$ cat config.mk
export PLATFORM = sky130hd
export DESIGN_NAME = msaa_resolve_seq
export DESIGN_NICKNAME = d
export VERILOG_FILES = /design/src/rtl/msaa_resolve_seq.sv
export SDC_FILE = /design/constraint.sdc
export NUM_CORES = 1
export LEC_CHECK = 0
export CORE_MARGIN = 4
export CORE_UTILIZATION = 54
export DETAILED_ROUTE_END_ITERATION = 10
export PLACE_DENSITY = 0.78
export SLEW_MARGIN = 0
export SYNTH_ARGS = -nofsm -noshare
export SYNTH_HDL_FRONTEND = slang
export SYNTH_SLANG_ARGS = --single-unit
$ cat constraint.sdc
create_clock -name clk -period 8.2 [get_ports clk]
set_input_delay 1.64 -clock clk [delete_from_list [all_inputs] [get_ports clk]]
set_output_delay 1.64 -clock clk [all_outputs]
set_load 0.02 [all_outputs]
$ cat src/rtl/msaa_resolve_seq.sv
// msaa_resolve_seq: streaming MSAA resolve (masked average, masked max or first covered sample)
// over SAMPLES/LANES input beats, with a sequential restoring divider for the average.
module msaa_resolve_seq #(
    parameter int SAMPLES  = 4,
    parameter int LANES    = 2,
    parameter int CHANNELS = 4,
    parameter int CHAN_W   = 10,
    localparam int CNT_W   = $clog2(SAMPLES + 1),
    localparam int SUM_W   = CHAN_W + $clog2(SAMPLES)
) (
    input  logic                               clk,
    input  logic                               rst,
    input  logic                               in_valid,
    output logic                               in_ready,
    input  logic [LANES*CHANNELS*CHAN_W-1:0]   in_samples,
    input  logic [LANES-1:0]                   in_mask,
    input  logic [1:0]                         mode,
    input  logic [CHANNELS*CHAN_W-1:0]         clear_color,
    output logic                               out_valid,
    input  logic                               out_ready,
    output logic [CHANNELS*CHAN_W-1:0]         out_pixel,
    output logic [CNT_W-1:0]                   out_count,
    output logic                               out_empty
);
    localparam int BEATS  = SAMPLES / LANES;
    localparam int BEAT_W = BEATS > 1 ? $clog2(BEATS) : 1;
    localparam int STEP_W = $clog2(SUM_W + 1);

    typedef enum logic [1:0] {ACCUM, DIV, OUT} state_t;
    state_t state, state_nx;

    logic [BEAT_W-1:0] beat;
    logic [1:0] mode_r, mode_eff;
    logic first_beat, last_beat, take_max, take_first, div_done, ge;
    logic [STEP_W-1:0] step;
    logic [CNT_W-1:0] cnt, cnt_nx, divisor;
    logic [CHANNELS-1:0][SUM_W-1:0] sum, sum_nx, quo, quo_nx;
    logic [CHANNELS-1:0][CNT_W-1:0] rem, rem_nx;
    logic [CHANNELS-1:0][CHAN_W-1:0] mx, mx_nx, fst, fst_nx;
    logic [CHAN_W-1:0] smp;
    logic [CNT_W:0] trial;

    always_comb begin
        first_beat = beat == '0;
        last_beat  = beat == BEAT_W'(BEATS - 1);
        mode_eff   = first_beat ? mode : mode_r;
        take_max   = mode_eff == 2'b01;
        take_first = mode_eff == 2'b10;
        div_done   = step == STEP_W'(SUM_W - 1);
        cnt_nx     = (first_beat ? '0 : cnt) + CNT_W'($countones(in_mask));
        smp        = '0;
        trial      = '0;
        ge         = 1'b0;
        for (int c = 0; c < CHANNELS; c++) begin
            sum_nx[c] = first_beat ? '0 : sum[c];
            mx_nx[c]  = first_beat ? '0 : mx[c];
            fst_nx[c] = fst[c];
            // descending scan so the lowest covered lane wins the first-sample slot
            for (int l = LANES - 1; l >= 0; l--) begin
                smp       = in_samples[(l * CHANNELS + c) * CHAN_W +: CHAN_W];
                sum_nx[c] = in_mask[l] ? sum_nx[c] + SUM_W'(smp) : sum_nx[c];
                mx_nx[c]  = in_mask[l] && smp > mx_nx[c] ? smp : mx_nx[c];
                fst_nx[c] = in_mask[l] && (first_beat || cnt == '0) ? smp : fst_nx[c];
            end
            trial     = {rem[c], quo[c][SUM_W-1]};
            ge        = trial >= {1'b0, divisor};
            quo_nx[c] = SUM_W'({quo[c], ge});
            rem_nx[c] = ge ? CNT_W'(trial - {1'b0, divisor}) : CNT_W'(trial);
        end
    end

    always_ff @(posedge clk or posedge rst)
        if (rst) state <= ACCUM;
        else     state <= state_nx;

    always_comb begin
        state_nx = state;
        case (state)
            ACCUM:   if (in_valid && last_beat)
                         state_nx = cnt_nx != '0 && !take_max && !take_first ? DIV : OUT;
            DIV:     if (div_done) state_nx = OUT;
            OUT:     if (out_ready) state_nx = ACCUM;
            default: state_nx = ACCUM;
        endcase
    end

    always_comb begin
        in_ready  = state == ACCUM;
        out_valid = state == OUT;
    end

    always_ff @(posedge clk or posedge rst) begin
        if (rst) begin
            beat      <= '0;
            mode_r    <= '0;
            cnt       <= '0;
            divisor   <= '0;
            step      <= '0;
            sum       <= '0;
            mx        <= '0;
            fst       <= '0;
            quo       <= '0;
            rem       <= '0;
            out_pixel <= '0;
            out_count <= '0;
            out_empty <= 1'b0;
        end else if (state == ACCUM && in_valid) begin
            beat   <= last_beat ? '0 : beat + 1'b1;
            mode_r <= mode_eff;
            cnt    <= cnt_nx;
            sum    <= sum_nx;
            mx     <= mx_nx;
            fst    <= fst_nx;
            if (last_beat) begin
                out_count <= cnt_nx;
                out_empty <= cnt_nx == '0;
                divisor   <= cnt_nx;
                step      <= '0;
                rem       <= '0;
                // dividend carries the half-divisor bias so truncating division rounds to nearest
                for (int c = 0; c < CHANNELS; c++) begin
                    quo[c] <= sum_nx[c] + SUM_W'(cnt_nx >> 1);
                    out_pixel[c*CHAN_W +: CHAN_W] <= cnt_nx == '0 ? clear_color[c*CHAN_W +: CHAN_W] :
                                                     take_max ? mx_nx[c] : fst_nx[c];
                end
            end
        end else if (state == DIV) begin
            step <= step + 1'b1;
            quo  <= quo_nx;
            rem  <= rem_nx;
            if (div_done)
                for (int c = 0; c < CHANNELS; c++)
                    out_pixel[c*CHAN_W +: CHAN_W] <= quo_nx[c][CHAN_W-1:0];
        end
    end
endmodule

==> impl_metrics.ini <==
[timing]
setup-violations-final = 0
skew_ps = 14.9
rsz0062_at_grt = false
worst_pin_slew_ps = 1200
fin_crit_ps = 6130
hold_violations = 0
tns_ps = 0
maxClockFrequency_mhz = 163
slew-limit-headroom_pct = 19.7
period_share_pct = 74.8
drv_slew = 0

[worst_hold_path]
timing.hold.worst.start = sum[15]$_DFFE_PP0P_
hold_path.class = reg2reg
whs_path_depth = 2

[place]
gp_congestion = 0.972
dp_hpwl_mm = 48.1
port_buffers = 173
dp.cells = 3136

[clock_tree]
clock_sinks = 244
cts_resized = 0
clk_latency_ps = 580
cts_tree = built
clkTransAtPathRegs_ps = 60
cts_root_buffer = clkbuf_16
cts_buffers = 29
holdBufCountCts = 0
clk_path_buf_depth = 3
htreeDepth = 1
cts_setup_buffers = 0

[critical_path]
crit_chain = clkdlybuf4s50_1 > ha_1 > nor2b_1 > o21a_1 > o21a_1 > o21ai_0 > a21oi_1 > o211ai_1 > a21o_1 > mux2i_1 > inv_1 > ha_1 > a21oi_1 > nor2b_1 > o21ai_0 > nand2b_1 > a21oi_1 > o211ai_1 > nand3_1 > nand2_1 > o221ai_1 > o211ai_1
cp_slowest_cell = clkdlybuf4s50_1
critPathLaunchType = primary input
startpoint = in_samples[51]
ff2ff_path_depth = 23
crit_fanout = 13
cp.required_ps = 8640
end_kind = flop
regToRegStartpoint = beat$_DFFE_PP0P_
r2r_slack_ps = 2240
slowest_delay_ps = 600
r2r-end = out_pixel[19]$_DFFE_PP0P_
endpoint = out_pixel[19]$_DFFE_PP0P_
crit_type = in2reg
worst_ep_arrival_time_ps = 6570

[final_layout]
n_fill_cell = 3250
area_delta_synth_final_pct = 15.0
antenna_cells = 0
stdcell_count = 3189
drive_gt1_share_pct = 6.87
nets = 2983
multi_input_area_mm2 = 0.0136
final-seq-area_mm2 = 0.00611

[die]
fp.dieArea_mm2 = 0.0415
die-height_um = 204
dieWidth_um = 204
pin_count = 174
start_util_pct = 54.8
rows = 71
core_area_mm2 = 0.0378

[route]
dr.pass1.iters = 6
via_per_inst = 6.23
drtAntennaViolNets = 0
wire_per_inst_um = 21.1
finalWirelength_mm = 67.4
drc = 0
drt-initial-drc-count = 1784
vias = 19858

[synth]
yosys_warnings = 0
synth-seq-cells = 244
synth_top_area_share_pct = 29.5
yosysMostFrequentCell = nand2_1
synth.distinct_cells = 98
ys_seq_area_share_pct = 29.5
synth_ff_type = dfrtp_1
avgSynthCellArea_um2 = 8.09
synth_edf_count = 0
synth_top_area_cell = dfrtp_1
async_reset_ff_share_pct = 100
synth_commonest_cells = 449 x nand2_1, 244 x dfrtp_1, 203 x o21ai_0
syn_inst = 2560
syn_area_mm2 = 0.0207
syn_nets = 2887
synth_area_leaders = dfrtp_1 29%, ha_1 11%, nand2_1 8.1%

[global_route]
grt.overflow.total = 0
grt_pass1_vias = 19449
grt_usage_pct = 31.6
grt_pass1_wl_mm = 106
antenna_found_initial = 0
grt_max_degree = 181

[pwr]
power_density_mw_per_mm2 = 411
ir_drop_mv = 0.228
leakagePower_uw = 0.0107

[run]
maxCapViolCount = 0

[run_status]
run_status = completed
[layout make-up]
cell class                 count  share of cell area, %
multi-input combinational   2048                   57.0
sequential                   244                   25.7
timing repair buffer         200                   8.19
clock buffer                  40                   3.43
tap                          511                   2.69
inverter                     133                   2.11
clock inverter                13                  0.868
[cell usage in the layout, fill, tap and decap left out, types with 54 or more instances in the layout]
cell type / count
a21oi_1: 157
clkdlybuf4s50_1: 171
dfrtp_1: 243
ha_1: 182
inv_1: 131
mux2_2: 54
mux2i_1: 79
nand2_1: 446
nor2_1: 201
o21ai_0: 202
o22ai_1: 55
xnor2_1: 64
[sequential cells by signal (all words and copies together), names as in the netlist, 2 cells and up]
signal     count
mode_r         2
rem           12
cnt            3
mx            40
out_pixel     40
quo           48
step           4
divisor        3
state          2
fst           40
sum           48
[logic make-up after synthesis]
kind of cell	after synthesis	synth area share, %
compound gates	693	21.3
buf+inv	268	5.16
fa+ha+maj	199	12.6
flops	244	29.5
mux	135	6.94
xor+xnor	97	4.10
simple gates	924	20.3
[where the power goes]
group	internal (µW)	total (µW)	switching [µW]
combinational	2420	6180	3750
sequential	1770	2180	406
clock	853	1420	568
[how the worst min path moves through the flow]
stage,endpoint,slack (ps)
final,sum[15]$_DFFE_PP0P_,480
after global routing,sum[7]$_DFFE_PP0P_,500
after CTS,sum[3]$_DFFE_PP0P_,480
after detailed placement,fst[21]$_DFFE_PP0P_,460
after global placement,mx[20]$_DFFE_PP0P_,460
after floorplan,mx[20]$_DFFE_PP0P_,440
[metrics by stage]
step                      cell area, µm²  power (µW)  hold slack (ps)  setup WS, ps  util (%)
after floorplan                    20700        6500              438          2640         -
after global placement             22800        8000              456          1600      60.3
after detailed placement           22800        8230              463          1530      60.3
after CTS                          23800        9690              477          2130      63.0
after global routing               23800       10500              498          1570      63.0
final                              23800        9780              475          2070      63.0
[layer usage]
metal,global-route usage (%),share of wire [%],vias to the layer above
met2,51.6,46,925
met4,10.9,3.6,0
met5,0,0,-
met3,4.85,8.6,163
met1,43.0,41,9475
li1,-,-,9295
[critical path, delay by kind of cell]
family	cells	cell delay, ps
multiplexers	1	400
buffers and inverters	2	690
AO/OA/AOI/OAI	12	2080
AND/OR/NAND/NOR	5	1170
adder cells (fa/ha/maj)	2	580
No activity file was read; power rests on OpenSTA's default activity.
